## config.mk

```make
export PLATFORM = sky130hd
export DESIGN_NAME = pool_stream_flat
export DESIGN_NICKNAME = d
export VERILOG_FILES = /design/src/rtl/pool_stream_if.sv /design/src/rtl/pool_stream.sv /design/src/flat_wrapper.sv
export SDC_FILE = /design/constraint.sdc
export NUM_CORES = 1
export LEC_CHECK = 0
export CAP_MARGIN = 0
export CORE_UTILIZATION = 46
export CTS_CLUSTER_DIAMETER = 50
export DETAILED_ROUTE_END_ITERATION = 7
export PLACE_DENSITY = 0.76
export SLEW_MARGIN = 20
export SYNTH_ARGS = -nofsm -noshare
export SYNTH_HDL_FRONTEND = slang
export SYNTH_SLANG_ARGS = --single-unit
```

## constraint.sdc

```tcl
create_clock -name clk -period 2.67 [get_ports clk]
set_input_delay 0.6675 -clock clk [delete_from_list [all_inputs] [get_ports clk]]
set_output_delay 0.6675 -clock clk [all_outputs]
set_load 0.02 [all_outputs]
```

## src/rtl/pool_stream_if.sv

```systemverilog
// Valid/ready stream bundle used for both the sample input and the pooled-result output.
// The producer side uses the master modport; the consumer side uses slave.
interface pool_stream_if #(
   parameter int unsigned DWIDTH = 16
);
   logic              valid;
   logic [DWIDTH-1:0] data;
   logic              ready;

   modport master (
      output valid,
      output data,
      input  ready
   );

   modport slave (
      input  valid,
      input  data,
      output ready
   );
endinterface

```

## src/rtl/pool_stream.sv

```systemverilog
// Streaming window pooler: collects 2^(2*PLOG) signed samples and emits their max or floor average.
// Average pooling and the mode port exist only when POOL_AVG_EN is defined; otherwise max-only.
module pool_stream #(
   parameter int unsigned DWIDTH = 16,
   parameter int unsigned PLOG   = 1
) (
   input  logic clk,
   input  logic xrst,
   input  logic clear,
`ifdef POOL_AVG_EN
   input  logic mode,
`endif
   pool_stream_if.slave  in_if,
   pool_stream_if.master out_if,
   output logic busy
);

   localparam int unsigned CW = 2 * PLOG;
`ifdef POOL_AVG_EN
   // Wide enough to hold the sum of a full window without overflow.
   localparam int unsigned AW = DWIDTH + CW;
`else
   localparam int unsigned AW = DWIDTH;
`endif

   typedef enum logic {StAcc, StOut} state_e;

   state_e               state_q, state_d;
   logic [CW-1:0]        cnt_q, cnt_d;
   logic signed [AW-1:0] acc_q, acc_d;
   logic [DWIDTH-1:0]    out_data_q, out_data_d;

   logic                 in_xfer;
   logic                 first;
   logic                 last;
   logic signed [AW-1:0] sample_ext;
   logic signed [AW-1:0] max_val;
   logic signed [AW-1:0] next_acc;
   logic [DWIDTH-1:0]    result;

`ifdef POOL_AVG_EN
   logic                 mode_q, mode_d;
   logic signed [AW-1:0] sum_val;
   logic signed [AW-1:0] avg_val;
`endif

   assign in_if.ready  = (state_q == StAcc);
   assign out_if.valid = (state_q == StOut);
   assign out_if.data  = out_data_q;
   assign busy         = (state_q == StOut) || (cnt_q != '0);

   assign in_xfer    = in_if.valid && (state_q == StAcc) && !clear;
   assign first      = (cnt_q == '0);
   assign last       = &cnt_q;
   assign sample_ext = AW'($signed(in_if.data));
   assign max_val    = (sample_ext > acc_q) ? sample_ext : acc_q;

`ifdef POOL_AVG_EN
   assign sum_val  = acc_q + sample_ext;
   assign avg_val  = sum_val >>> CW;
   // Mode is latched with the first sample, so mid-window changes are ignored.
   assign next_acc = mode_q ? sum_val : max_val;
   assign result   = mode_q ? avg_val[DWIDTH-1:0] : max_val[DWIDTH-1:0];
`else
   assign next_acc = max_val;
   assign result   = max_val[DWIDTH-1:0];
`endif

   always_comb begin
      state_d    = state_q;
      cnt_d      = cnt_q;
      acc_d      = acc_q;
      out_data_d = out_data_q;
`ifdef POOL_AVG_EN
      mode_d     = mode_q;
`endif
      unique case (state_q)
         StAcc: begin
            if (in_xfer) begin
               cnt_d = cnt_q + CW'(1);
               if (first) begin
                  acc_d = sample_ext;
`ifdef POOL_AVG_EN
                  mode_d = mode;
`endif
               end else begin
                  acc_d = next_acc;
               end
               if (last) begin
                  state_d    = StOut;
                  cnt_d      = '0;
                  out_data_d = result;
               end
            end
         end
         StOut: begin
            if (out_if.ready) begin
               state_d = StAcc;
            end
         end
         default: state_d = StAcc;
      endcase
      if (clear) begin
         state_d = StAcc;
         cnt_d   = '0;
      end
   end

   always_ff @(posedge clk or negedge xrst) begin
      if (!xrst) begin
         state_q    <= StAcc;
         cnt_q      <= '0;
         acc_q      <= '0;
         out_data_q <= '0;
      end else begin
         state_q    <= state_d;
         cnt_q      <= cnt_d;
         acc_q      <= acc_d;
         out_data_q <= out_data_d;
      end
   end

`ifdef POOL_AVG_EN
   always_ff @(posedge clk or negedge xrst) begin
      if (!xrst) begin
         mode_q <= 1'b0;
      end else begin
         mode_q <= mode_d;
      end
   end
`endif

endmodule

```

## src/flat_wrapper.sv

```systemverilog
// flat-port wrapper written by rule: the top's interface ports become plain ports
module pool_stream_flat 
#(
   parameter int unsigned DWIDTH = 16,
   parameter int unsigned PLOG   = 1
)
  (clk, xrst, clear, busy, in_if_valid, in_if_data, in_if_ready, out_if_valid, out_if_data, out_if_ready);
  pool_stream_if #(.DWIDTH(DWIDTH)) in_if_i ();
  pool_stream_if #(.DWIDTH(DWIDTH)) out_if_i ();
  input  logic clk;
  input  logic xrst;
  input  logic clear;
  output logic busy;
  input wire logic [$bits(in_if_i.valid)-1:0] in_if_valid;
  input wire logic [$bits(in_if_i.data)-1:0] in_if_data;
  output wire logic [$bits(in_if_i.ready)-1:0] in_if_ready;
  output wire logic [$bits(out_if_i.valid)-1:0] out_if_valid;
  output wire logic [$bits(out_if_i.data)-1:0] out_if_data;
  input wire logic [$bits(out_if_i.ready)-1:0] out_if_ready;
  assign in_if_i.valid = in_if_valid;
  assign in_if_i.data = in_if_data;
  assign in_if_ready = in_if_i.ready;
  assign out_if_valid = out_if_i.valid;
  assign out_if_data = out_if_i.data;
  assign out_if_i.ready = out_if_ready;
  pool_stream #(.DWIDTH(DWIDTH), .PLOG(PLOG)) u_core (.clk(clk), .xrst(xrst), .clear(clear), .in_if(in_if_i), .out_if(out_if_i), .busy(busy));
endmodule
```

Word-level counts from Yosys, hierarchy flattened
Index checks and enable logic that the tools add are counted.
Widths: inputs -> output; s select.
- equal/unequal tests: 1
- magnitude comparators: 1
- mux-type cells: 11
- bitwise operators: 1
- add/subtract/negate cells: 1
- reduce and logical (&&, ||, !) cells: 11
- operators with widths (operator ; count):
    $mux 16 ; 2
    $gt 16x16->1 ; 1
    $mux 2 ; 4
    $reduce_and 2->1 ; 3
    $mux 1 ; 4
    $reduce_and 4->1 ; 1
    $reduce_bool 2->1 ; 2
    $add 2x1->2 const B ; 1
    $logic_and 1x1->1 ; 2
    $logic_not 2->1 ; 1
    $ne 2x2->1 const B ; 1
    $pmux 1 s2 ; 1
    $logic_not 1->1 ; 1
    $logic_or 1x1->1 ; 1
    $not 1->1 ; 1
- input port bits: 21
- logic and storage cells: 30
- output and inout port bits: 19
- bits in registers: 35

Logic depth before layout (Yosys ltp)
Gate-level depths: netlist (run 1).
- depth in word-level cells: 6
- gate-level depth with buffers: 9
- mapped depth without buffers: 8

Least setup slack after synthesis (run 1)
Ideal clock, no wire load.
- path type: input to register
- start point: input port in_if_data[15]
- end point: register u_core.acc_q[0]
- buffers on the path: 1
- cell stages on the path: 8
- arrival: 2949 ps
- data required time: 2545 ps
- slack: -404 ps
- cells stage by stage: ha_1 nand4_1 or3_4 or3_1 o311a_2 o31ai_4 buf_6 mux2_2
- word-level cells in the longest chain between the ends: 3
- RTL lines (what ; RTL line ; text):
    from (decl) ; flat_wrapper.sv:15 ; input wire logic [$bits(in_if_i.data)-1:0] in_if_data;
    $gt 16x16->1 ; pool_stream.sv:56 ; assign max_val = (sample_ext > acc_q) ? sample_ext : acc_q;
    $mux 16 ; pool_stream.sv:56 ;
    $mux 16 ; pool_stream.sv:81 ; if (first) begin
    to (signal assigned) ; pool_stream.sv:113 ; acc_q <= '0;
    to (signal assigned) ; pool_stream.sv:118 ; acc_q <= acc_d;
    to (decl) ; pool_stream.sv:30 ; logic signed [AW-1:0] acc_q, acc_d;
No other way between the ends.
A chain may end at the register's enable or synchronous reset.

Worst setup path in the final report (run 1)
- start point: input port in_if_data[14]
- end point: register u_core.out_data_q[11], in the netlist u_core.out_if.data[11]
- word-level cells in the longest chain between the ends: 2
- RTL lines (what ; RTL line ; text):
    $gt 16x16->1 ; pool_stream.sv:56 ;
    $mux 16 ; pool_stream.sv:56 ;
    to (signal assigned) ; pool_stream.sv:119 ; out_data_q <= out_data_d;
    to (decl) ; pool_stream.sv:31 ; logic [DWIDTH-1:0] out_data_q, out_data_d;
No other way between the ends.

==> tab_implementation.tex, run 1 <==
\begin{tabular}{lr}
\hline
Metric & Value \\
\hline
\multicolumn{2}{l}{\textbf{GRT}} \\
\quad Pin count of the biggest net entering global routing & 36 \\
\quad Vias in the first global route & 1871 \\
\quad GRT Resource Usage Total & 27.8\% \\
\quad First-pass GRT wire length & a little under 9000 um \\
\quad Antenna violations before repair & 0 \\
\quad Remaining global-route overflow & 0 \\
\multicolumn{2}{l}{\textbf{Power and ir drop}} \\
\quad Pwr Density & 768 nW/um\^{}2 \\
\quad P\_leak & 1.39 nW \\
\quad Peak supply drop & approximately 0.54 mV \\
\multicolumn{2}{l}{\textbf{Final layout}} \\
\quad Fraction of layout instances using a drive strength above 1 & 35.3\% \\
\quad Final core utilization & 74.2\% \\
\quad Number of filler instances in the final layout & 286 \\
\quad Area growth, synth to finish & 52.7\% \\
\quad Post-Layout Cell Count & 322 \\
\quad Count of inserted antenna diode cells & 0 \\
\quad Total Nets Final & between 300 and 400 \\
\multicolumn{2}{l}{\textbf{Yosys}} \\
\quad EDFF count, synth & 0 \\
\quad Synth unique cells & 30 \\
\quad Cell area after synthesis & 1960 um\^{}2 \\
\quad Avg Inst Size Synth & 9.83 um\^{}2 \\
\quad Top cells by area, synth & sky130\_fd\_sc\_hd\_\_dfrtp\_1 (45\%), sky130\_fd\_sc\_hd\_\_ha\_1 (12\%), sky130\_fd\_sc\_hd\_\_mux2\_2 (9.2\%) \\
\quad Synthesized instance count & slightly below 200 \\
\quad Dominant register cell in the synthesized netlist & sky130\_fd\_sc\_hd\_\_dfrtp\_1 \\
\quad Share of synthesized flip-flops with an asynchronous set or reset & 100\% \\
\quad Area share of the largest cell type after synthesis & 44.8\% \\
\quad Number of warnings reported in the yosys synthesis log & 0 \\
\quad Sequential cell area fraction in the yosys report & 44.8\% \\
\quad Synth Register Bits & 35 \\
\quad Post-synth net total & 238 \\
\quad Post-synth top area cell & sky130\_fd\_sc\_hd\_\_dfrtp\_1 \\
\multicolumn{2}{l}{\textbf{Clock tree}} \\
\quad Maximum number of buffers from clock root to sink & 2 \\
\quad Cts hold-fix bufs & 0 \\
\quad CTS tree & yes \\
\quad Deepest level of the CTS H-tree & 2 \\
\quad Clk sinks & 35 \\
\quad Root buf cell & sky130\_fd\_sc\_hd\_\_clkbuf\_8 \\
\quad Clock latency on the worst-skew pair & 0.30 ns \\
\quad Clock-pin slew reported for the worst setup and hold paths after clock tree synthesis & 0.07 ns \\
\quad TritonCTS Buffers & 5 \\
\multicolumn{2}{l}{\textbf{Status}} \\
\quad Failing checks & negative setup slack \\
\quad Result of the run & complete, but fails checks \\
\multicolumn{2}{l}{\textbf{Setup path}} \\
\quad Type of the setup path with the least slack & input port to register \\
\quad Setup crit start kind & input port \\
\quad Worst Path Max Fanout & 5 \\
\quad CP required & $\sim$2.9 ns \\
\quad Nature of the critical path endpoint & register \\
\quad Crit path arrival time & 2.92 ns \\
\multicolumn{2}{l}{\textbf{Timing}} \\
\quad Final worst path period share & 102\% \\
\quad Pin slew with the least headroom to its limit & 0.461 ns \\
\quad Unrepaired setup endpoints after global routing & yes \\
\quad Number of max-slew violations in the final report & 0 \\
\quad Number of endpoints with negative hold slack in the final report & 0 \\
\quad Clock period minus final worst setup slack & 2.72 ns \\
\quad Count of final setup violators & 13 \\
\quad Total negative slack & -0.356 ns \\
\quad Rel. slew slack & 69.3\% \\
\quad Final clock skew & 0.00380 ns \\
\quad Max Clock Freq & $\sim$0.37 GHz \\
\quad Crit path setup slack, layout & -0.0456 ns \\
\multicolumn{2}{l}{\textbf{Min path}} \\
\quad Class of the tightest hold or removal check & register to register \\
\multicolumn{2}{l}{\textbf{Route}} \\
\quad Drt total wl & 5890 um \\
\quad Mean routed wirelength per cell & between 15 and 20 um \\
\quad Residual antenna-violating net count after detailed routing & 0 \\
\quad Detailed-route DRC error count & 0 \\
\quad Iteration count of the initial detailed-routing pass & 4 \\
\quad Total vias in the final route & 1854 \\
\quad Detailed Route Iter0 Violations & 126 \\
\quad Vias per cell & 5.76 \\
\multicolumn{2}{l}{\textbf{Place}} \\
\quad PortBufs & 39 \\
\quad Place WS & -0.711 ns \\
\quad Routability cong. & 0.875 \\
\quad Placed wire-length estimate after detailed placement & 3230 um \\
\quad Number of placed instances with taps included & about 300 \\
\multicolumn{2}{l}{\textbf{Floorplan}} \\
\quad Effective utilization at floorplan & 48.6\% \\
\quad Height of the chip & 67.2 um \\
\quad Area of the core & 4030 um\^{}2 \\
\quad Site row count & 23 \\
\quad Area of the die & 4520 um\^{}2 \\
\quad Count of pins on the block boundary & 40 \\
\quad Overall die width & 67.2 um \\
\multicolumn{2}{l}{\textbf{Flow run}} \\
\quad Max Cap Violations & 0 \\
\hline
\end{tabular}
[layer usage]
metal / wire, um / vias to the layer above / GRT usage [%]
met5: 0 / - / 0
met4: 213 / 0 / 14.9
met3: 263 / 20 / 6.93
met2: 2940 / 61 / 48.6
met1: 2470 / 921 / 30.7
li1: - / 852 / -
[power by group]
| part | internal [W] | switching, W | leakage, nW |
|---|---|---|---|
| Combinational | 0.000560 | 0.000558 | 0.899 |
| Sequential | 0.000656 | 0.0000895 | 0.438 |
| Clock | 0.000235 | 0.000196 | 0.0515 |
[logic make-up (layout without fill, tap and decap cells)]
group	Yosys count	after routing	share of synthesized area, %
buffers and inverters	29	102	5.95
AO/OA/AOI/OAI	48	48	15.5
multiplexers	17	17	9.72
AND/OR/NAND/NOR	52	52	12.5
adder cells (fa/ha/maj)	18	18	11.5
flip-flops	35	35	44.8
[through the flow]
| step | area, um^2 | hold slack (ns) | power [W] |
|---|---|---|---|
| floorplan | 1980 | 0.372 | 0.00124 |
| global placement | 2580 | 0.511 | 0.00159 |
| detailed placement | 2580 | 0.517 | 0.00161 |
| CTS | 2940 | 0.537 | 0.00218 |
| global route | 2990 | 0.563 | 0.00243 |
| finish | 2990 | 0.543 | 0.00229 |
[cell type report]
type / instances / area (um^2) / share of cell area [%]
inverters: 19 / 71.3 / 2.39
well taps: 50 / 62.6 / 2.09
clock buffers: 8 / 100 / 3.35
repair buffers: 75 / 658 / 22.0
multi-input cells: 135 / 1220 / 40.9
flip-flops and latches: 35 / 876 / 29.3
[cell usage after synthesis (2+ instances only)]
cell type,number
sky130_fd_sc_hd__clkbuf_1,8
sky130_fd_sc_hd__nor2_1,20
sky130_fd_sc_hd__inv_1,19
sky130_fd_sc_hd__mux2_2,16
sky130_fd_sc_hd__nand3_1,16
sky130_fd_sc_hd__a31oi_1,16
sky130_fd_sc_hd__nand4_1,3
sky130_fd_sc_hd__ha_1,18
sky130_fd_sc_hd__a21oi_1,6
sky130_fd_sc_hd__dfrtp_1,35
sky130_fd_sc_hd__o21ai_0,16
sky130_fd_sc_hd__or2_2,2
sky130_fd_sc_hd__nand2_1,5
sky130_fd_sc_hd__o21a_1,2
sky130_fd_sc_hd__nor3_1,2
[cell usage in the layout (no fill, tap or decap), types with 12 or more instances in the layout]
cell and instances:
sky130_fd_sc_hd__clkdlybuf4s50_1 23, sky130_fd_sc_hd__o21ai_0 14, sky130_fd_sc_hd__mux2_4 16, sky130_fd_sc_hd__dfrtp_1 35
sky130_fd_sc_hd__inv_1 14, sky130_fd_sc_hd__nand3_1 16, sky130_fd_sc_hd__ha_4 12, sky130_fd_sc_hd__nor2_1 20
sky130_fd_sc_hd__buf_4 31, sky130_fd_sc_hd__a31oi_1 16
[critical path: stages]
cell	delay [ns]
sky130_fd_sc_hd__buf_8	0.10
sky130_fd_sc_hd__ha_4	0.26
sky130_fd_sc_hd__nand4_1	0.13
sky130_fd_sc_hd__or3_4	0.37
sky130_fd_sc_hd__buf_4	0.16
sky130_fd_sc_hd__a211oi_2	0.22
sky130_fd_sc_hd__buf_4	0.16
sky130_fd_sc_hd__o311a_4	0.21
sky130_fd_sc_hd__buf_4	0.14
sky130_fd_sc_hd__buf_6	0.12
sky130_fd_sc_hd__o21ai_0	0.11
sky130_fd_sc_hd__a31oi_1	0.24
[state kept, by name, indices dropped and copies added (netlist names)]
register             count
u_core.out_if.data      16
u_core.out_if.valid      1
u_core.cnt_q             2
u_core.acc_q            16
[what timing repair did]
| action | CTS | global route |
|---|---|---|
| cloned | 1 | 1 |
| endpoints found under the setup margin | 32 | 32 |
| pin swaps | 22 | 13 |
| setup buffers | 10 | 1 |
| resized for setup | 78 | 20 |
[worst paths after layout]
check / end / cells after the start / from / slack, ns
min in group asynchronous: u_core.out_if.data[2] / 2 / xrst / 0.79
max in group asynchronous: u_core.acc_q[14] / 2 / xrst / 1.55
worst min register to register: u_core.acc_q[1] / 1 / u_core.acc_q[1] / 0.54
worst max-delay path: u_core.out_if.data[11] / 12 / in_if_data[14] / -0.05
worst min-delay path: u_core.acc_q[1] / 1 / u_core.acc_q[1] / 0.54
worst max register to register: u_core.out_if.data[11] / 12 / u_core.acc_q[13] / -0.03
Note: power is estimated with default switching activity, not from simulation.
==> run 2, diff against run 1 <==
--- a/config.mk
+++ b/config.mk
@@ -9,6 +9,7 @@
 export CORE_UTILIZATION = 46
 export CTS_CLUSTER_DIAMETER = 50
 export DETAILED_ROUTE_END_ITERATION = 7
+export MAX_ROUTING_LAYER = met4
 export PLACE_DENSITY = 0.76
 export SLEW_MARGIN = 20
 export SYNTH_ARGS = -nofsm -noshare
==> run 2 against run 1 <==
Compared with the run above:
- the run now ends clean
- sequential power is 0.7% lower
- global-route usage down 1.6 points
- wire length down 11%
- critical path type unchanged
==> tab_implementation.tex, run 2 (synthesis results as in run 1) <==
\begin{tabular}{lr}
\hline
Metric & Value \\
\hline
\multicolumn{2}{l}{\textbf{Clock tree}} \\
\quad Root buf cell & sky130\_fd\_sc\_hd\_\_clkbuf\_8 \\
\quad TritonCTS Buffers & 5 \\
\quad Clock-pin slew reported for the worst setup and hold paths after clock tree synthesis & around 0.070 ns \\
\quad Clk sinks & 35 \\
\quad CTS tree & yes \\
\quad Maximum number of buffers from clock root to sink & 2 \\
\quad Clock latency on the worst-skew pair & 0.29 ns \\
\quad Deepest level of the CTS H-tree & 2 \\
\multicolumn{2}{l}{\textbf{Timing}} \\
\quad Total negative slack & 0 ns \\
\quad Number of max-slew violations in the final report & 0 \\
\quad Minimum hold slack & between 0.5 and 0.6 ns \\
\quad Crit path setup slack, layout & 0.00181 ns \\
\quad Unrepaired setup endpoints after global routing & yes \\
\quad Rel. slew slack & 69.8\% \\
\quad Count of final setup violators & 0 \\
\quad Pin slew with the least headroom to its limit & $\sim$0.45 ns \\
\quad Max Clock Freq & 0.375 GHz \\
\quad Number of endpoints with negative hold slack in the final report & 0 \\
\quad Final worst path period share & $\sim$100\% \\
\quad Final clock skew & 0.00233 ns \\
\quad Clock period minus final worst setup slack & $\sim$2.7 ns \\
\multicolumn{2}{l}{\textbf{Route}} \\
\quad Total vias in the final route & 1789 \\
\quad Detailed-route DRC error count & 0 \\
\quad Drt total wl & 5220 um \\
\quad Detailed Route Iter0 Violations & between 100 and 150 \\
\quad Mean routed wirelength per cell & 16.4 um \\
\quad Vias per cell & 5.63 \\
\quad Residual antenna-violating net count after detailed routing & 0 \\
\quad Iteration count of the initial detailed-routing pass & 4 \\
\multicolumn{2}{l}{\textbf{Final layout}} \\
\quad Area growth, synth to finish & 51.5\% \\
\quad Count of inserted antenna diode cells & 0 \\
\quad Fin area & around 3000 um\^{}2 \\
\quad Post-Layout Cell Count & 318 \\
\quad Fraction of layout instances using a drive strength above 1 & 34.3\% \\
\quad Total Nets Final & $\sim$300 \\
\quad Most frequent cells in the layout & sky130\_fd\_sc\_hd\_\_dfrtp\_1 (35), sky130\_fd\_sc\_hd\_\_buf\_4 (29), sky130\_fd\_sc\_hd\_\_clkdlybuf4s50\_1 (23) \\
\quad Most frequent standard cell in the layout excluding fill and tap cells & sky130\_fd\_sc\_hd\_\_dfrtp\_1 \\
\multicolumn{2}{l}{\textbf{GRT}} \\
\quad GRT Resource Usage Total & 26.2\% \\
\quad Pin count of the biggest net entering global routing & 36 \\
\quad Vias in the first global route & 1735 \\
\quad Antenna violations before repair & 0 \\
\quad Remaining global-route overflow & 0 \\
\quad First-pass GRT wire length & 8260 um \\
\multicolumn{2}{l}{\textbf{Power and ir drop}} \\
\quad Internal cell power & 0.00150 W \\
\quad Pwr Density & 778 nW/um\^{}2 \\
\quad Net switching fraction of the power & 35.1\% \\
\quad NetSw & between 0.0008 and 0.0009 W \\
\quad Portion of total power attributed to sequential cells & 32.1\% \\
\quad P\_leak & 1.36 nW \\
\quad Relative contribution of combinational cells to total power & between 40\% and 50\% \\
\quad Clock network fraction of design power & between 20\% and 30\% \\
\quad Peak supply drop & 0.427 mV \\
\multicolumn{2}{l}{\textbf{Place}} \\
\quad Post-DP Area & 2580 um\^{}2 \\
\quad PortBufs & 39 \\
\quad Place WS & -0.693 ns \\
\quad Number of placed instances with taps included & between 300 and 400 \\
\quad Placed wire-length estimate after detailed placement & 3190 um \\
\quad Routability cong. & 0.893 \\
\multicolumn{2}{l}{\textbf{Floorplan}} \\
\quad Area of the core & 4030 um\^{}2 \\
\quad Overall die width & 67.2 um \\
\quad Count of pins on the block boundary & 40 \\
\quad Site row count & 23 \\
\quad Area of the die & 4520 um\^{}2 \\
\quad Height of the chip & 67.2 um \\
\quad Effective utilization at floorplan & 48.6\% \\
\multicolumn{2}{l}{\textbf{Setup path}} \\
\quad Worst flop-to-flop path startpoint & u\_core.acc\_q[9] \\
\quad Nature of the critical path endpoint & register \\
\quad Type of the setup path with the least slack & input port to register \\
\quad Crit path arrival time & 2.85 ns \\
\quad Reg2Reg Setup Slack & 0.04 ns \\
\quad CP required & 2.85 ns \\
\quad Origin of the worst setup path & in\_if\_data[8] \\
\quad Setup crit start kind & input port \\
\quad Worst Path Max Fanout & 7 \\
\multicolumn{2}{l}{\textbf{Status}} \\
\quad Result of the run & complete, no violations \\
\multicolumn{2}{l}{\textbf{Min path}} \\
\quad Worst hold start & u\_core.acc\_q[5] \\
\quad Class of the tightest hold or removal check & register to register \\
\multicolumn{2}{l}{\textbf{Flow run}} \\
\quad Max Cap Violations & 0 \\
\hline
\end{tabular}
[run 2: cell types whose count changed in the layout (fill, tap and decap cells not counted), sizes merged]
cell / before / now
bufinv: 0 / 1
buf: 44 / 41
clkinv: 0 / 1
clkbuf: 9 / 6
[run 2: final timing paths]
kind	to	cells after the start
worst max-delay path	u_core.acc_q[14]	9
worst min-delay path	u_core.acc_q[5]	1
worst max register to register	u_core.acc_q[14]	9
worst min register to register	u_core.acc_q[5]	1
max in group asynchronous	u_core.out_if.data[12]	2
min in group asynchronous	u_core.out_if.data[2]	2
[run 2: final cells by class]
type	count	area, um^2
Tap cell	50	62.6
Timing Repair Buffer	71	617
Clock inverter	2	35.0
Fill cell	286	1060
Clock buffer	6	82.6
Inverter	19	71.3
Multi-Input combinational cell	135	1220
Sequential cell	35	876
[run 2: per-stage QoR]
step	util, %	total power (W)
after floorplan	-	0.00124
after global placement	64.0	0.00159
after detailed placement	64.0	0.00161
after CTS	72.2	0.00224
after global routing	73.6	0.00243
final	73.6	0.00231
[run 2: power by group through the flow]
stage	sequential, W	combinational (W)	clock [W]
floorplan	0.000809	0.000428	0
global placement	0.000738	0.000847	0
detailed placement	0.000745	0.000864	0
CTS	0.000739	0.000993	0.000511
global route	0.000754	0.00114	0.000537
finish	0.000740	0.00106	0.000507
[run 2: worst max-delay path, stage by stage]
cell	delay, ns
sky130_fd_sc_hd__buf_2	0.13
sky130_fd_sc_hd__ha_4	0.26
sky130_fd_sc_hd__nand2_2	0.06
sky130_fd_sc_hd__or3_4	0.40
sky130_fd_sc_hd__or3_4	0.34
sky130_fd_sc_hd__o311a_4	0.14
sky130_fd_sc_hd__o31ai_4	0.32
sky130_fd_sc_hd__buf_6	0.21
sky130_fd_sc_hd__mux2_4	0.31
[run 2: routing by layer]
layer  share of wire (%)  up-vias  track usage (%)
met5                   0        -                -
met3                 4.1       10             5.91
met4                 1.8        0             11.7
met2                  50       46             42.0
met1                  45      886             31.4
li1                    -      847                -
[run 2: what timing repair did]
item / CTS / global route
pin swaps: 22 / 11
cloned: 1 / 0
resized for setup: 74 / 13
hold buffers: 0 / 0
setup buffers: 4 / 4
endpoints found under the setup margin: 32 / 24
